==> src/rtl/alu_muldiv_seq_pkg.sv <==
// Shared ALU control codes, muldiv op encodings and sequencer states.
package alu_muldiv_seq_pkg;

  localparam logic [3:0] ALU_ADD  = 4'b0000;
  localparam logic [3:0] ALU_SUB  = 4'b0001;
  localparam logic [3:0] ALU_SLT  = 4'b0010;
  localparam logic [3:0] ALU_SLTU = 4'b0011;
  localparam logic [3:0] ALU_XOR  = 4'b0100;
  localparam logic [3:0] ALU_ORR  = 4'b0101;
  localparam logic [3:0] ALU_AND  = 4'b0110;
  localparam logic [3:0] ALU_SLL  = 4'b0111;
  localparam logic [3:0] ALU_SRL  = 4'b1000;
  localparam logic [3:0] ALU_SRA  = 4'b1001;
  localparam logic [3:0] ALU_ADDU = 4'b1010;
  localparam logic [3:0] ALU_SUBU = 4'b1011;

  typedef enum logic [1:0] {
    OP_MUL  = 2'b00,
    OP_DIVU = 2'b01,
    OP_REMU = 2'b10,
    OP_RSVD = 2'b11
  } op_e;

  typedef enum logic [2:0] {
    ST_IDLE    = 3'd0,
    ST_MUL_IT  = 3'd1,
    ST_DIV_CMP = 3'd2,
    ST_DIV_SUB = 3'd3,
    ST_DONE    = 3'd4
  } state_e;

endpackage

==> src/rtl/alu_muldiv_seq.sv <==
// Multi-cycle unsigned MUL/DIVU/REMU sequencer that borrows the core ALU,
// issuing one ALU operation per cycle.
//
// state      | meaning
// -----------+-------------------------------------------------------
// ST_IDLE    | waiting for a request, start_ready high
// ST_MUL_IT  | shift-add iteration, one ADD per cycle
// ST_DIV_CMP | shift remainder in, SLTU against divisor
// ST_DIV_SUB | conditional SUBU, sets quotient bit
// ST_DONE    | result_valid high until result_ready
module alu_muldiv_seq
  import alu_muldiv_seq_pkg::*;
#(
  parameter int WIDTH = 32
) (
  input  logic             clk,
  input  logic             reset,
  input  logic             start_valid,
  output logic             start_ready,
  input  logic [1:0]       op,
  input  logic [WIDTH-1:0] operand_a,
  input  logic [WIDTH-1:0] operand_b,
  output logic             result_valid,
  input  logic             result_ready,
  output logic [WIDTH-1:0] result,
  output logic [3:0]       alu_control,
  output logic [4:0]       alu_shamt,
  output logic [WIDTH-1:0] alu_a,
  output logic [WIDTH-1:0] alu_b,
  input  logic [WIDTH-1:0] alu_out
);

  localparam int CW = $clog2(WIDTH) + 1;
  localparam logic [CW-1:0] CNT_LAST = CW'(WIDTH - 1);

  state_e           state_q, state_d;
  logic [1:0]       op_q, op_d;
  logic [WIDTH-1:0] a_q, a_d;       // multiplicand / quotient
  logic [WIDTH-1:0] b_q, b_d;       // multiplier / divisor
  logic [WIDTH-1:0] acc_q, acc_d;   // product accumulator / remainder
  logic [WIDTH-1:0] result_q, result_d;
  logic [CW-1:0]    cnt_q, cnt_d;
  logic             c_q, c_d, lt_q, lt_d;
  logic             start_ready_q, start_ready_d;
  logic             result_valid_q, result_valid_d;
  logic [WIDTH-1:0] r_sh, q_next, r_next;

  assign r_sh = {acc_q[WIDTH-2:0], a_q[WIDTH-1]};

  always_comb begin
    alu_control = ALU_ADD;
    alu_a       = '0;
    alu_b       = '0;
    case (state_q)
      ST_MUL_IT: begin
        alu_a = acc_q;
        alu_b = b_q[0] ? a_q : '0;
      end
      ST_DIV_CMP: begin
        alu_control = ALU_SLTU;
        alu_a       = r_sh;
        alu_b       = b_q;
      end
      ST_DIV_SUB: begin
        alu_control = ALU_SUBU;
        alu_a       = acc_q;
        alu_b       = b_q;
      end
      default: ;
    endcase
  end

  always_comb begin
    state_d  = state_q;
    op_d     = op_q;
    a_d      = a_q;
    b_d      = b_q;
    acc_d    = acc_q;
    result_d = result_q;
    cnt_d    = cnt_q;
    c_d      = c_q;
    lt_d     = lt_q;
    q_next   = a_q;
    r_next   = acc_q;
    case (state_q)
      ST_IDLE: begin
        if (start_valid) begin
          op_d  = op;
          a_d   = operand_a;
          b_d   = operand_b;
          acc_d = '0;
          cnt_d = '0;
          c_d   = 1'b0;
          lt_d  = 1'b0;
          case (op)
            OP_MUL:  state_d = ST_MUL_IT;
            OP_DIVU: begin
              if (operand_b == '0) begin
                result_d = '1;
                state_d  = ST_DONE;
              end else begin
                state_d = ST_DIV_CMP;
              end
            end
            OP_REMU: begin
              if (operand_b == '0) begin
                result_d = operand_a;
                state_d  = ST_DONE;
              end else begin
                state_d = ST_DIV_CMP;
              end
            end
            default: begin
              result_d = '0;
              state_d  = ST_DONE;
            end
          endcase
        end
      end
      ST_MUL_IT: begin
        acc_d = alu_out;
        a_d   = a_q << 1;
        b_d   = b_q >> 1;
        cnt_d = cnt_q + 1'b1;
        if (cnt_q == CNT_LAST) begin
          result_d = alu_out;
          state_d  = ST_DONE;
        end
      end
      ST_DIV_CMP: begin
        acc_d   = r_sh;
        c_d     = acc_q[WIDTH-1];
        a_d     = a_q << 1;
        lt_d    = alu_out[0];
        state_d = ST_DIV_SUB;
      end
      ST_DIV_SUB: begin
        // A set c means the true remainder exceeds WIDTH bits, so it is >= divisor.
        if (c_q || !lt_q) begin
          r_next    = alu_out;
          q_next[0] = 1'b1;
        end
        acc_d = r_next;
        a_d   = q_next;
        cnt_d = cnt_q + 1'b1;
        if (cnt_q == CNT_LAST) begin
          result_d = (op_q == OP_DIVU) ? q_next : r_next;
          state_d  = ST_DONE;
        end else begin
          state_d = ST_DIV_CMP;
        end
      end
      ST_DONE: begin
        if (result_ready) state_d = ST_IDLE;
      end
      default: state_d = ST_IDLE;
    endcase
    start_ready_d  = (state_d == ST_IDLE);
    result_valid_d = (state_d == ST_DONE);
  end

  always_ff @(posedge clk) begin
    if (reset) begin
      state_q        <= ST_IDLE;
      op_q           <= '0;
      a_q            <= '0;
      b_q            <= '0;
      acc_q          <= '0;
      result_q       <= '0;
      cnt_q          <= '0;
      c_q            <= 1'b0;
      lt_q           <= 1'b0;
      start_ready_q  <= 1'b1;
      result_valid_q <= 1'b0;
    end else begin
      state_q        <= state_d;
      op_q           <= op_d;
      a_q            <= a_d;
      b_q            <= b_d;
      acc_q          <= acc_d;
      result_q       <= result_d;
      cnt_q          <= cnt_d;
      c_q            <= c_d;
      lt_q           <= lt_d;
      start_ready_q  <= start_ready_d;
      result_valid_q <= result_valid_d;
    end
  end

  assign start_ready  = start_ready_q;
  assign result_valid = result_valid_q;
  assign result       = result_q;
  assign alu_shamt    = 5'd0;

endmodule

==> config.mk <==
export PLATFORM = sky130hd
export DESIGN_NAME = alu_muldiv_seq
export DESIGN_NICKNAME = d
export VERILOG_FILES = /design/src/rtl/alu_muldiv_seq_pkg.sv /design/src/rtl/alu_muldiv_seq.sv
export SDC_FILE = /design/constraint.sdc
export NUM_CORES = 1
export LEC_CHECK = 0
export CAP_MARGIN = 20
export CORE_ASPECT_RATIO = 0.75
export CORE_UTILIZATION = 50
export CTS_CLUSTER_SIZE = 28
export DETAILED_ROUTE_END_ITERATION = 16
export GPL_ROUTABILITY_DRIVEN = 0
export MAX_ROUTING_LAYER = met4
export PLACE_DENSITY = 0.79
export SLEW_MARGIN = 20
export SYNTH_ARGS = -nofsm -noshare
export SYNTH_HDL_FRONTEND = slang
export SYNTH_SLANG_ARGS = --single-unit
==> constraint.sdc <==
create_clock -name clk -period 2.6 [get_ports clk]
set_clock_uncertainty 0.2 [all_clocks]
set_input_delay 0.65 -clock clk [delete_from_list [all_inputs] [get_ports clk]]
set_output_delay 0.65 -clock clk [all_outputs]
set_load 0.02 [all_outputs]
-- Word level (Yosys, flattened, before mapping)
Cells that the tools add are included.
- bits of input ports: 102
- register bits: 143
- word-level logic and storage cells: 86
- output and inout port bits: 107
- $add $sub $neg: 1
- equal/unequal tests: 15
- reduce and logical (&&, ||, !) cells: 25
- mux-type cells: 32
- bitwise logic cells: 1
- operators by type and width (cell ; count):
    2-to-1 mux 32 bit ; 11
    one-hot mux 32 bit (3 select lines) ; 3
    one-hot mux 32 bit (2 select lines) ; 3
    one-hot mux 32 bit (4 select lines) ; 1
    logical NOT 32 bit ; 1
    2-to-1 mux 3 bit ; 5
    one-hot mux 3 bit (5 select lines) ; 1
    one-hot mux 6 bit (2 select lines) ; 1
    AND reduction 2 bit ; 6
    inequality test 2 bit (second input constant) ; 4
    one-hot mux 4 bit (2 select lines) ; 1
    nonzero test 2 bit ; 4
    OR reduction 2 bit ; 4
    AND reduction 7 bit ; 1
    adder 6 x 1 -> 6 bit (second input constant) ; 1
    == test 3 x 2 -> 1 bit (second input constant) ; 2
    == test 3 bit (second input constant) ; 2
    == test 6 x 5 -> 1 bit (second input constant) ; 1
    logical NOT 3 bit ; 2
    2-to-1 mux 6 bit ; 1
    inequality test 3 bit (second input constant) ; 2
    one-hot mux 3 bit (2 select lines) ; 1
    nonzero test 3 bit ; 2
    == test 2 x 1 -> 1 bit (second input constant) ; 2
    10 further kinds ; 12

-- Depth between registers and ports, before layout
- depth in word-level cells: 6
- depth in mapped cells: 8

-- Worst setup path before layout
OpenSTA, ideal clock, no wires.
- kind: register to output
- start: reg state_q[1]
- end: out alu_b[14]
- arrival: 1632 ps
- setup slack: 118 ps
- required time: 1750 ps
- stages on the path, launching flop included: 6
- cell sequence: dfxtp_1 -> buf_2 -> inv_1 -> nor2_1 -> clkbuf_1 -> a22o_1
- word-level cells in the longest chain between the ends: 3
- elaborated cells between the ends (all ways): 5
- those cells by class: 3 x eq/ne; 1 x mux; 1 x reduce/logical
- RTL lines (element ; RTL line ; text):
    start, declared ; alu_muldiv_seq.sv:36 ; state_e state_q, state_d;
    start signal, assigned ; alu_muldiv_seq.sv:176 ; state_q <= state_d;
    == test 3 x 2 -> 1 bit ; alu_muldiv_seq.sv:54 ; case (state_q)
    OR reduction 2 bit (no source line) ; n/a ;
    one-hot mux 32 bit (2 select lines) (*) ; alu_muldiv_seq.sv:54 ;
    end, declared ; alu_muldiv_seq.sv:29 ; output logic [WIDTH-1:0] alu_b,
Every way passes the cells marked *; elsewhere a longest branch is shown, timed or not.

-- Final worst setup path
- start: reg state_q[2]
- end: out alu_a[30]
- word-level cells in the longest chain between the ends: 3
- elaborated cells between the ends (all ways): 5
- those cells by class: 3 x eq/ne; 1 x mux; 1 x reduce/logical
- RTL lines (element ; RTL line ; text):
    == test 3 x 2 -> 1 bit or == test 3 x 1 -> 1 bit (tied branches) ; alu_muldiv_seq.sv:54 ;
    OR reduction 2 bit (no source line) ; n/a ;
    one-hot mux 32 bit (2 select lines) (*) ; alu_muldiv_seq.sv:54 ;
    end, declared ; alu_muldiv_seq.sv:28 ; output logic [WIDTH-1:0] alu_a,
Marked as above.

==> summary.txt <==
Hold path
  • Hold Path Class: register to register

Setup path
  • CP Buf/Inv Count: 4
  • Cell family with most CP delay: buffers and inverters
  • Worst Setup End Kind: output port
  • Crit-path slowest cell: dfxtp_4
  • Arrival @ worst endpoint: about 1.7 ns
  • Critical path class: register to output port
  • Worst path cell trace: buf_4 -> nor2b_4 -> buf_12 -> buf_12 -> a22o_4 -> buf_4
  • R2R Setup Slk: ~0.47 ns
  • Startpoint types: register
  • Worst Path Max Fanout: 17
  • WP data required: ~1.8 ns
  • CP peak stage delay: 0.39 ns

Detailed routing
  • 1st-iter DRT viols: 1,204
  • Final antenna-violating net count: 0
  • Routed wire length: just under 30,000 microns
  • DR WL/cell: 20.7 microns
  • Via-per-instance ratio: roughly 6.5
  • Vias: 9,225
  • # DRC: 0
  • First drt pass iteration count: 7

Clock tree
  • CTS max path bufs: 2
  • Number of hold-repair buffers added at the cts stage: 0
  • Clk_lat worst skew: around 0.44 ns
  • CTS root buf: clkbuf_16
  • Clk sinks: ~140
  • H-tree depth: 4
  • Number of CTS-inserted buffers: 17
  • Clk slew on worst S/H paths: approximately 0.060 ns
  • CTS tree: yes

GRT
  • First-pass GRT wire length: around 45,000 microns
  • Pin count of the biggest net entering global routing: 66
  • GR Overflow Total: 0
  • Initial antenna violation count: 2
  • Total global-route track usage: between 30% and 40%
  • Vias in the first global route: around 8,600

Yosys
  • Syn avg cell area: just over 8 sq um
  • Ys async rst share: 0%
  • Register area share after synthesis: 34.3%
  • Number of enable flip-flop cells after synthesis: 0
  • Main synth FF type: dfxtp_1
  • Yosys reg bits: between 100 and 150
  • Yosys cell types: 47
  • Yosys warnings: 0
  • Synth Instances: between 1,000 and 1,500
  • Mapped cell area: approximately 0.0083 sq mm

Layout
  • Filler cells: approximately 1,300
  • Layout cells sized above 1: between 10% and 20%
  • NumNets Final: approximately 1,300
  • Area delta synth->final: 35.7%

Timing
  • RSZ-0062 raised after global routing: true
  • Slew margin rel.: about half
  • Crit path time final: 2.57 ns
  • Setup TNS: 0 ns
  • Fin. Hold Viols: 0
  • Fmax: a little under 400 MHz
  • Max Slew Vio Count: 0
  • Final setup margin: around 0.026 ns
  • Worst-Margin Slew: about 0.75 ns
  • Period utilization: between 90% and 100%
  • Final setup violation count: 0

Placed design
  • Detailed placement HPWL: about 19,000 microns
  • Setup WS pre-CTS: -0.369 ns
  • PortBufs: roughly 200

Job
  • Maxcap violations: 0

Floorplan
  • Starting Density: roughly 52%
  • Core ar.: ~0.016 sq mm
  • Row cnt: 40
  • Number of I/O pins: about 210
  • Die H: 114 microns
  • Die Wd: 151 microns
  • Die area: around 0.017 sq mm

Power and ir drop
  • Design Power: 7.57 mW
  • Power per standard cell area: ~670 mW/mm^2
  • Leak: around 4.8 nW
  • Worst IR Drop VDD: 518 uV

Run status
  • Outcome: finished clean
==> placed cells by master (no fill, tap or decap), types with 6 or more instances in the layout <==
| master | n |
|---|---|
| dfxtp_1 | 140 |
| a22o_1 | 57 |
| nand2_1 | 106 |
| a22o_4 | 6 |
| a21oi_1 | 105 |
| buf_2 | 54 |
| a222oi_1 | 32 |
| clkdlybuf4s50_1 | 134 |
| nand2b_1 | 65 |
| buf_12 | 15 |
| a221oi_1 | 32 |
| conb_1 | 6 |
| clkbuf_16 | 17 |
| buf_4 | 43 |
| mux2i_1 | 65 |
| o21ai_0 | 66 |
| a311oi_1 | 31 |
| nor2_1 | 75 |
| nor3_1 | 39 |
| o21bai_1 | 33 |
==> layer usage <==
metal  track usage [%]  routed length [microns]  share of wire (%)
met4              12.7                      765                2.6
met2              52.5                    13100                 44
met5                 -                        0                  0
met1              46.0                    12200                 41
met3              7.64                     3450                 12
==> metrics by stage <==
| step | cell area [sq um] | hold WS [ns] | std cells | utilization [%] |
|---|---|---|---|---|
| after floorplan | 8360 | 0.231 | 1040 | - |
| after global placement | 10700 | 0.242 | 1386 | 66.3 |
| after detailed placement | 10700 | 0.261 | 1386 | 66.3 |
| after CTS | 11400 | 0.269 | 1427 | 70.3 |
| after global routing | 11300 | 0.282 | 1428 | 70.0 |
| final | 11300 | 0.268 | 1429 | 70.0 |
==> cell usage after synthesis, types with 2 or more instances <==
cell type | number | area (sq um)
buf_2 | 11 | 55.1
o21ai_0 | 66 | 330
xor2_1 | 3 | 26.3
nor3_1 | 39 | 195
nand2_1 | 107 | 402
a222oi_1 | 32 | 320
nand3_1 | 3 | 15.0
buf_1 | 6 | 22.5
a22o_1 | 63 | 552
mux2i_1 | 65 | 651
a21o_1 | 3 | 22.5
a21oi_1 | 106 | 531
o21bai_1 | 34 | 255
and2_1 | 2 | 12.5
dfxtp_1 | 143 | 2860
a311oi_1 | 31 | 272
nand4_1 | 4 | 25.0
clkbuf_1 | 88 | 330
nand2b_1 | 67 | 419
nor4_1 | 7 | 43.8
nand3b_1 | 3 | 22.5
inv_1 | 5 | 18.8
buf_4 | 7 | 52.6
or2_1 | 2 | 12.5
nor3b_1 | 2 | 15.0
nor2_1 | 77 | 289
a221oi_1 | 32 | 280
ha_1 | 5 | 62.6
o221ai_1 | 2 | 17.5
buf_12 | 3 | 60.1
==> cells by family after synthesis <==
family          synth area share, %
flops                          34.3
xor+xnor                      0.420
other cells                  0.0450
compound gates                 31.6
buf+inv                        6.60
simple gates                   18.3
fa+ha+maj                     0.750
mux                            7.94
==> power by group <==
group	leakage [nW]	internal, mW	switching [mW]
Clock	0.306	1.66	1.01
Sequential	1.17	2.45	0.295
Combinational	3.28	0.928	1.23
Total	4.76	5.04	2.53
==> tightest hold or removal path, stage by stage (launching register included) <==
cell and delay [ns]:
dfxtp_1 0.31, nand2_1 0.05, a21oi_1 0.06
==> worst paths after layout <==
| kind | startpoint | endpoint | cells past startpoint |
|---|---|---|---|
| worst max register to register | state_q[0] | acc_q[31] | 6 |
| worst min-delay path | op_q[1] | op_q[1] | 2 |
| worst max-delay path | state_q[2] | alu_a[30] | 6 |
| worst min register to register | op_q[1] | op_q[1] | 2 |
==> state kept, by name, summed over array words and instances, names as in the netlist <==
signal,count
a_q,32
cnt_q,6
result,32
lt_q,1
c_q,1
acc_q,32
b_q,32
start_ready,1
state_q,3
result_valid,1
op_q,2
==> layout make-up <==
cell class,instances,area [sq um],share of cell area [%]
Timing Repair Buffer,260,2450,21.6
Sequential cell,143,2870,25.4
Inverter,5,18.8,0.166
Tap cell,210,263,2.32
Antenna cell,3,7.51,0.0663
Clock buffer,19,453,4.00
Multi-Input combinational cell,776,5070,44.8
Clock inverter,13,184,1.63
==> repair_timing <==
action,CTS,global route
setup endpoints to repair,67,83
gates resized for setup,259,39
pin swaps,2,6
gates cloned,4,0
buffers inserted,5,1
Note: power is estimated with default switching activity, not from simulation.
